[src/rtl/axi4_lite_pkg.sv]
// Shared response codes and FSM encodings for the AXI4-Lite register file slave.
package axi4_lite_pkg;

  localparam logic [1:0] RESP_OKAY   = 2'b00;
  localparam logic [1:0] RESP_SLVERR = 2'b10;

  typedef enum logic [1:0] {
    W_IDLE = 2'd0,
    W_HALF = 2'd1,
    W_RESP = 2'd2
  } wr_state_e;

  typedef enum logic {
    R_IDLE = 1'b0,
    R_DATA = 1'b1
  } rd_state_e;

endpackage

[src/rtl/axi4_lite_reg_bank.sv]
// Register storage with byte-strobe merge, read-only gating, write pulses and a flat view.
module axi4_lite_reg_bank #(
  parameter int unsigned         DATA_WIDTH = 32,
  parameter int unsigned         NUM_REGS   = 16,
  parameter int unsigned         IDX_W      = 4,
  parameter logic [NUM_REGS-1:0] RO_MASK    = '0
) (
  input  logic                           clk_i,
  input  logic                           reset_i,
  input  logic                           wrEn_i,
  input  logic [IDX_W-1:0]               wrIdx_i,
  input  logic                           wrInRange_i,
  input  logic [DATA_WIDTH-1:0]          wrData_i,
  input  logic [DATA_WIDTH/8-1:0]        wrStrb_i,
  output logic                           wrOk_o,
  input  logic [IDX_W-1:0]               rdIdx_i,
  output logic [DATA_WIDTH-1:0]          rdData_o,
  output logic [NUM_REGS*DATA_WIDTH-1:0] regs_o,
  output logic [NUM_REGS-1:0]            wrPulse_o
);

  localparam int unsigned BYTES = DATA_WIDTH / 8;

  logic [DATA_WIDTH-1:0] regs_q [NUM_REGS];
  logic [NUM_REGS-1:0]   pulse_q;

  // An error commit (out of range or read-only) must neither change storage nor pulse.
  assign wrOk_o    = wrInRange_i && !RO_MASK[wrIdx_i];
  assign rdData_o  = regs_q[rdIdx_i];
  assign wrPulse_o = pulse_q;

  always_ff @(posedge clk_i) begin
    if (reset_i) begin
      for (int i = 0; i < NUM_REGS; i++) regs_q[i] <= '0;
      pulse_q <= '0;
    end else begin
      pulse_q <= '0;
      if (wrEn_i && wrOk_o) begin
        for (int k = 0; k < BYTES; k++) begin
          if (wrStrb_i[k]) regs_q[wrIdx_i][k*8 +: 8] <= wrData_i[k*8 +: 8];
        end
        pulse_q[wrIdx_i] <= 1'b1;
      end
    end
  end

  for (genvar i = 0; i < NUM_REGS; i++) begin : gFlat
    assign regs_o[i*DATA_WIDTH +: DATA_WIDTH] = regs_q[i];
  end

endmodule

[src/rtl/axi4_lite_slave_regfile.sv]
// AXI4-Lite slave with independent AW/W capture, one outstanding write and one outstanding read.
module axi4_lite_slave_regfile
  import axi4_lite_pkg::*;
#(
  parameter int unsigned         DATA_WIDTH = 32,
  parameter int unsigned         ADDR_WIDTH = 32,
  parameter int unsigned         NUM_REGS   = 16,
  parameter logic [NUM_REGS-1:0] RO_MASK    = '0
) (
  input  logic                           aclk,
  input  logic                           areset,
  input  logic [ADDR_WIDTH-1:0]          awaddr_in,
  input  logic [2:0]                     awprot_in,
  input  logic                           awvalid_in,
  output logic                           awready_out,
  input  logic [DATA_WIDTH-1:0]          wdata_in,
  input  logic [DATA_WIDTH/8-1:0]        wstrb_in,
  input  logic                           wvalid_in,
  output logic                           wready_out,
  output logic [1:0]                     bresp_out,
  output logic                           bvalid_out,
  input  logic                           bready_in,
  input  logic [ADDR_WIDTH-1:0]          araddr_in,
  input  logic [2:0]                     arprot_in,
  input  logic                           arvalid_in,
  output logic                           arready_out,
  output logic [DATA_WIDTH-1:0]          rdata_out,
  output logic [1:0]                     rresp_out,
  output logic                           rvalid_out,
  input  logic                           rready_in,
  output logic [NUM_REGS*DATA_WIDTH-1:0] regs_out,
  output logic [NUM_REGS-1:0]            wr_pulse_out
);

  localparam int unsigned         BYTES      = DATA_WIDTH / 8;
  localparam int unsigned         LSB        = $clog2(BYTES);
  localparam int unsigned         IDX_W      = (NUM_REGS > 1) ? $clog2(NUM_REGS) : 1;
  localparam logic [ADDR_WIDTH:0] ADDR_LIMIT = (ADDR_WIDTH + 1)'(NUM_REGS * BYTES);

  wr_state_e wrState_q, wrState_d;
  rd_state_e rdState_q, rdState_d;
  logic      started_q;

  logic                  awHave_q, wHave_q;
  logic [ADDR_WIDTH-1:0] awAddr_q;
  logic [DATA_WIDTH-1:0] wData_q;
  logic [BYTES-1:0]      wStrb_q;
  logic [1:0]            bResp_q, rResp_q;
  logic [DATA_WIDTH-1:0] rData_q;

  logic                  awHs, wHs, arHs, commit;
  logic [ADDR_WIDTH-1:0] cmtAddr;
  logic [DATA_WIDTH-1:0] cmtData;
  logic [BYTES-1:0]      cmtStrb;
  logic [IDX_W-1:0]      cmtIdx, rdIdx;
  logic                  cmtInRange, cmtOk, rdInRange;
  logic [DATA_WIDTH-1:0] rdRegData;
  logic                  unusedProt;

  assign unusedProt = ^{awprot_in, arprot_in};

  // started_q holds the readies low through reset and lets them rise on the first free edge.
  assign awready_out = started_q && (wrState_q != W_RESP) && !awHave_q;
  assign wready_out  = started_q && (wrState_q != W_RESP) && !wHave_q;
  assign arready_out = started_q && (rdState_q == R_IDLE);
  assign bvalid_out  = (wrState_q == W_RESP);
  assign bresp_out   = bResp_q;
  assign rvalid_out  = (rdState_q == R_DATA);
  assign rdata_out   = rData_q;
  assign rresp_out   = rResp_q;

  assign awHs = awvalid_in && awready_out;
  assign wHs  = wvalid_in && wready_out;
  assign arHs = arvalid_in && arready_out;

  // A live handshake takes precedence over the captured half when forming the commit.
  assign cmtAddr    = awHs ? awaddr_in : awAddr_q;
  assign cmtData    = wHs ? wdata_in : wData_q;
  assign cmtStrb    = wHs ? wstrb_in : wStrb_q;
  assign cmtIdx     = cmtAddr[LSB +: IDX_W];
  assign cmtInRange = ({1'b0, cmtAddr} < ADDR_LIMIT);
  assign rdIdx      = araddr_in[LSB +: IDX_W];
  assign rdInRange  = ({1'b0, araddr_in} < ADDR_LIMIT);

  always_comb begin
    wrState_d = wrState_q;
    commit    = 1'b0;
    case (wrState_q)
      W_IDLE: begin
        if (awHs && wHs) begin
          commit    = 1'b1;
          wrState_d = W_RESP;
        end else if (awHs || wHs) begin
          wrState_d = W_HALF;
        end
      end
      W_HALF: begin
        if ((awHave_q || awHs) && (wHave_q || wHs)) begin
          commit    = 1'b1;
          wrState_d = W_RESP;
        end
      end
      W_RESP: if (bready_in) wrState_d = W_IDLE;
      default: wrState_d = W_IDLE;
    endcase
  end

  always_comb begin
    rdState_d = rdState_q;
    case (rdState_q)
      R_IDLE:  if (arHs) rdState_d = R_DATA;
      R_DATA:  if (rready_in) rdState_d = R_IDLE;
      default: rdState_d = R_IDLE;
    endcase
  end

  always_ff @(posedge aclk) begin
    if (areset) begin
      wrState_q <= W_IDLE;
      rdState_q <= R_IDLE;
      started_q <= 1'b0;
    end else begin
      wrState_q <= wrState_d;
      rdState_q <= rdState_d;
      started_q <= 1'b1;
    end
  end

  // Half-captured AW or W lives here until its partner arrives; reset discards it.
  always_ff @(posedge aclk) begin
    if (areset) begin
      awHave_q <= 1'b0;
      wHave_q  <= 1'b0;
      awAddr_q <= '0;
      wData_q  <= '0;
      wStrb_q  <= '0;
      bResp_q  <= RESP_OKAY;
    end else if (commit) begin
      awHave_q <= 1'b0;
      wHave_q  <= 1'b0;
      bResp_q  <= cmtOk ? RESP_OKAY : RESP_SLVERR;
    end else begin
      if (awHs) begin
        awHave_q <= 1'b1;
        awAddr_q <= awaddr_in;
      end
      if (wHs) begin
        wHave_q <= 1'b1;
        wData_q <= wdata_in;
        wStrb_q <= wstrb_in;
      end
    end
  end

  // Read data is sampled from storage before a same-edge write lands.
  always_ff @(posedge aclk) begin
    if (areset) begin
      rData_q <= '0;
      rResp_q <= RESP_OKAY;
    end else if (arHs) begin
      rData_q <= rdInRange ? rdRegData : '0;
      rResp_q <= rdInRange ? RESP_OKAY : RESP_SLVERR;
    end
  end

  axi4_lite_reg_bank #(
    .DATA_WIDTH (DATA_WIDTH),
    .NUM_REGS   (NUM_REGS),
    .IDX_W      (IDX_W),
    .RO_MASK    (RO_MASK)
  ) uRegBank (
    .clk_i       (aclk),
    .reset_i     (areset),
    .wrEn_i      (commit),
    .wrIdx_i     (cmtIdx),
    .wrInRange_i (cmtInRange),
    .wrData_i    (cmtData),
    .wrStrb_i    (cmtStrb),
    .wrOk_o      (cmtOk),
    .rdIdx_i     (rdIdx),
    .rdData_o    (rdRegData),
    .regs_o      (regs_out),
    .wrPulse_o   (wr_pulse_out)
  );

endmodule

[config.mk]
export PLATFORM = sky130hd
export DESIGN_NAME = axi4_lite_slave_regfile
export DESIGN_NICKNAME = d
export VERILOG_FILES = /design/src/rtl/axi4_lite_pkg.sv /design/src/rtl/axi4_lite_reg_bank.sv /design/src/rtl/axi4_lite_slave_regfile.sv
export SDC_FILE = /design/constraint.sdc
export NUM_CORES = 1
export LEC_CHECK = 0
export CORE_AREA = 2 2 262 264
export DETAILED_ROUTE_END_ITERATION = 6
export DIE_AREA = 0 0 264 266
export PLACE_DENSITY = 0.77
export SLEW_MARGIN = 20
export SYNTH_ARGS = -nofsm -noshare
export SYNTH_HDL_FRONTEND = slang
export SYNTH_HIERARCHICAL = 1
export SYNTH_SLANG_ARGS = --single-unit
[constraint.sdc]
create_clock -name aclk -period 3.9 [get_ports aclk]
set_clock_uncertainty 0.1 [all_clocks]
set_input_delay 1.17 -clock aclk [delete_from_list [all_inputs] [get_ports aclk]]
set_output_delay 1.17 -clock aclk [all_outputs]
set_load 0.02 [all_outputs]
# Word-level counts from Yosys, hierarchy flattened

Memory sizes are Yosys's and may differ from the RTL's.
Cells that the tools add are included.

Register bits after elaboration: 126
RAM bits: 512
Bits in read-only memories: 16
Bits of input ports: 113
Output and inout bits: 569
Logic and storage cells: 91
Memories kept: 2

Magnitude comparators: 4
Equal/unequal tests: 6
Muxes and demuxes: 42
Bitwise gates (word level): 2
Reductions and logical operators: 23

Memories:

| memory           | words | bits a word | rd ports | clocked after memory_dff | write ports | line                     | text |
|---|---|---|---|---|---|---|---|
| uRegBank.regs_q  | 16    | 32          | 17       | 0                        | 16          | axi4_lite_reg_bank.sv:24 | `logic [DATA_WIDTH-1:0] regs_q [NUM_REGS];` |
| (name not given) | 16    | 1           | 1        | 0                        | 0           | axi4_lite_reg_bank.sv:28 | `assign wrOk_o = wrInRange_i && !RO_MASK[wrIdx_i];` |

Operators by type and width:

| cell                                                              | number |
|---|---|
| 2-to-1 mux 32 bit                                                 | 4 |
| less-than comparator 32 x 7 -> 1 bit, second input constant       | 2 |
| OR reduction 32 bit                                               | 1 |
| 2-to-1 mux 1 bit                                                  | 25 |
| logical AND 1 bit                                                 | 12 |
| 2-to-1 mux 2 bit                                                  | 6 |
| 2-to-1 mux 4 bit                                                  | 3 |
| one-hot mux 2 bit (3 select lines)                                | 1 |
| less-than comparator 4 x 5 -> 1 bit, second input constant        | 1 |
| demux 1 bit (select 4 bit)                                        | 1 |
| greater-or-equal comparator 4 x 1 -> 1 bit, second input constant | 1 |
| inequality test 2 bit, second input constant                      | 2 |
| one-hot mux 1 bit (2 select lines)                                | 2 |
| OR reduction 2 bit                                                | 2 |
| logical NOT 1 bit                                                 | 3 |
| logical OR 1 bit                                                  | 3 |
| inequality test 3 bit, second input constant                      | 1 |
| AND reduction 3 bit                                               | 1 |
| equality test 2 x 1 -> 1 bit, second input constant               | 1 |
| equality test 2 bit, second input constant                        | 1 |
| logical NOT 2 bit                                                 | 1 |
| inequality test 2 x 1 -> 1 bit, second input constant             | 1 |
| inverter 1 bit                                                    | 2 |

# Longest topological paths before layout

Depth after elaboration: 15
Depth in mapped cells: 12

# Hierarchy

Netlist, hierarchy kept.

By module, submodules not included:

| module                  | times used | cells each | area an instance (µm²) | sequential area each (µm²) |
|---|---|---|---|---|
| axi4_lite_reg_bank      | 1          | 1,653      | 23,158.5               | 15,695.1 |
| axi4_lite_slave_regfile | 1          | 492        | 4,818.4                | 2,122.0 |

# Worst setup path before layout

Ideal clock, no wire load.

Kind: input -> register
Start point: in awvalid_in
End point: mem uRegBank.regs_q[3][0], enable pin
Library setup time: 0.375 ns
Data arrival time: 3.232 ns
Data required time: 3.425 ns
Path slack: 0.193 ns
Stages: 10
Buffers on the path: 4
Path through: and2b_1 -> nand3_4 -> buf_6 -> clkbuf_1 -> a21o_1 -> nand3b_1 -> or3_1 -> buf_2 -> buf_2 -> o21bai_1

RTL lines:

| what        | line                          | text |
|---|---|---|
| from (decl) | axi4_lite_slave_regfile.sv:14 | `input logic awvalid_in,` |
| to (decl)   | axi4_lite_reg_bank.sv:24      |  |

==> metrics.md <==
| Metric | Value |
|---|---|
| Clock Sinks | 634 |
| Final wirelength | 113 mm |
| Setup violators final | 0 |
| DIE HEIGHT | 266 um |
| Sequential fraction of the synthesis area | 63.7% |
| Hold Crit Class | reg2reg |
| I/O pin count | 682 |
| Synth unique cells | 50 |
| Setup bufs post-CTS | 0 |
| Global-route wire length before repair | 159 mm |
| Post-DP HPWL | 82.8 mm |
| Initial antenna violation count | 5 |
| CTS clock-pin slew for the worst setup and hold paths | 60 ps |
| Synthesized area per cell | 13.0 sq um |
| Leakage | 0.0135 uW |
| Row count | 96 |
| Yosys reg bits | 634 |
| Initial Utilization | 41.3% |
| Tot Pwr | 16,600 uW |
| Critical R2R Launch | wrState_q[0] |
| Pre-CTS setup slack | -153 ps |
| Vias | 23,100 |
| Layout cells sized above 1 | 17.6% |
| Die Footprint | 0.0702 sq mm |
| Cell count after synthesis | 2,145 |
| Crit path kind | in2reg |
| Portion of total power attributed to the clock network | 40.4% |
| Drt first pass iters | 6 |
| Most common cell after layout, fill and taps aside | clkdlybuf4s50_1 |
| Placed Cells | 3,697 |
| Flop pwr share | 46.6% |
| Crit. End Element | flip-flop |
| Worst slew pin tran | 807 ps |
| Final worst-path cycle share | 90.1% |
| Post-synthesis mux area share | 13.2% |
| Critical Path RT | 4230 ps |
| Die W | 264 um |
| Post-synth EDFFs | 512 |
| Internal power | 12,400 uW |
| Largest cells by area after synthesis | edfxtp_1, mux4_2, dfxtp_1, nor2_1, nand3_1 |
| Setup slack after layout | 385 ps |
| DRT antenna net count | 0 |
| Largest net degree at the start of global routing | 104 |
| YS warnings | 6 |
| Fmax | 285 MHz |
| Gpl congestion | 0.963 |
| Peak supply drop | 324 uV |
| Most frequent cells in the layout | clkdlybuf4s50_1, nor2_1, edfxtp_1 |
| Initial DRC Count | 3,105 |
| H-tree depth | 3 |
| Non-Filler Instances | 3,827 |
| Sw Ratio | 25.0% |
| Wire per inst | 29.5 um |
| Yosys top cell by area | edfxtp_1 |
| Grt total ovfl | 0 |
| Crit-path max FO | 16 |
| Logic pwr share | 13.0% |
| Hold Path Sink | wData_q[13] |
| RSZ-0062 raised after global routing | false |
| GRT Overall Usage | 31.2% |
| Synth Area in Compound Gates | 6.12% |
| HP Start | wData_q[13] |
| CTS root buffer | clkbuf_16 |
| Status | finished, final reports clean |
| CTS tree | yes |
| Area Overhead vs Synth | 41.3% |
| # nets final | 2,998 |
| Vias/cell | 6.03 |
| Number of global-route vias before repair | 22,400 |
| Slew headroom | 46.2% |
| Main synth FF type | edfxtp_1 |
| TNS Setup | 0 ps |
| Tmin final | 3510 ps |
| Post-synthesis simple-gate area fraction | 13.4% |
| Synth top area share | 55.0% |
| Arr. time, crit path | 3840 ps |
| Main combinational cell family by area after synthesis | simple AND/OR/NAND/NOR gates |
| CTS Buffer Depth | 3 |
| Post-CTS Resized | 0 |
| Hold path cells | 2 |
| Synth Area in XOR/XNOR | 0.0313% |
| Clk_lat worst skew | 610 ps |
| CTS hold repair buffers | 0 |
| Reg2reg setup slack | 990 ps |
| Final hold vios | 0 |
| Nature of the critical path startpoint | input port |
| Core area | 0.0677 sq mm |
| Area of the mapped netlist | 0.0280 sq mm |
| DRC errors left | 0 |
| Number of CTS-inserted buffers | 68 |
| Max Cap Viol | 0 |
| Max Slew Vio Count | 0 |
| Switching power | 4140 uW |
| Synth Area in Adders | 0% |
| Asr flop ratio synth | 0% |
| R2r worst-path depth | 9 |
| IO buf count | 669 |
| Worst Hold Margin | 359 ps |
| Power Dens Cells | 419 mW/mm^2 |
| R2r endpoint | uRegBank/regs_q[11][15] |
==> worst max-delay path by stage <==
stage	from	end
4_1_cts	awaddr_in[14]	uRegBank/regs_q[11][1]
5_1_grt	awaddr_in[24]	uRegBank/regs_q[0][19]
3_5_place_dp	awaddr_in[14]	uRegBank/regs_q[11][5]
2_1_floorplan	awvalid_in	uRegBank/regs_q[3][0]
3_3_place_gp	awvalid_in	uRegBank/regs_q[11][16]
6_report	awvalid_in	uRegBank/regs_q[11][15]
==> metrics by stage <==
step	area (sq um)	utilization, %
finish	39500	58.4
global placement	37200	54.9
detailed placement	37200	54.9
global route	39500	58.3
floorplan	28000	-
CTS	39500	58.3
==> logic make-up (layout without fill, tap and decap cells) <==
family / after synthesis / in the layout
compound gates: 233 / 233
xor+xnor: 1 / 1
mux: 205 / 205
simple gates: 871 / 871
buf+inv: 200 / 995
flops: 634 / 634
other cells: 1 / 6
==> final cells by class <==
type                       instances  area (sq um)
clock buffer                      94          1950
tap                              882          1100
clock inverter                    32           362
timing repair buffer             865          8970
multi-input combinational       1312          9300
fill                            5250         28200
inverter                           4          16.3
sequential                       634         17800
antenna                            4          10.0
==> synthesized netlist by cell type (all sizes together) (31+ instances only) <==
library cell  instances
a21oi                33
mux2                 41
a22o                 32
a22oi                64
edfxtp              512
a31o                 48
clkbuf               99
buf                  97
nand3               131
mux4                128
dfxtp               122
o21ai                31
mux2i                36
nand2               113
nor2                545
==> worst max-delay path, stage by stage <==
cell and delay, ps:
clkdlybuf4s50_1 490, and2b_1 200, nand3_4 100, buf_4 200, mux2_2 360, and2_2 320
buf_4 170, buf_4 300, nand3_1 310, nor2_1 210
==> registers in the layout (all words and copies together), names as in the netlist <==
| register | flops |
|---|---|
| wHave_q | 1 |
| uRegBank/wrPulse_o | 16 |
| wStrb_q | 4 |
| rdata_out | 32 |
| awAddr_q | 30 |
| wData_q | 32 |
| uRegBank/regs_q | 512 |
| awHave_q | 1 |
| bresp_out | 1 |
| wrState_q | 2 |
| started_q | 1 |
| rresp_out | 1 |
| rvalid_out | 1 |
==> power by group through the flow <==
stage | sequential [uW] | clock (uW) | combinational, uW
floorplan | 8000 | 0 | 796
global placement | 7840 | 0 | 2080
detailed placement | 7850 | 0 | 2110
CTS | 7710 | 6750 | 2120
global route | 7720 | 7000 | 2220
finish | 7710 | 6700 | 2150
==> metal layers <==
layer  routed length, um  track usage, %
met1               40800            40.0
met2               53200            50.6
met3               13500            7.90
met4                5160            13.4
met5                  80               0
(Power assumes the default switching activity.)
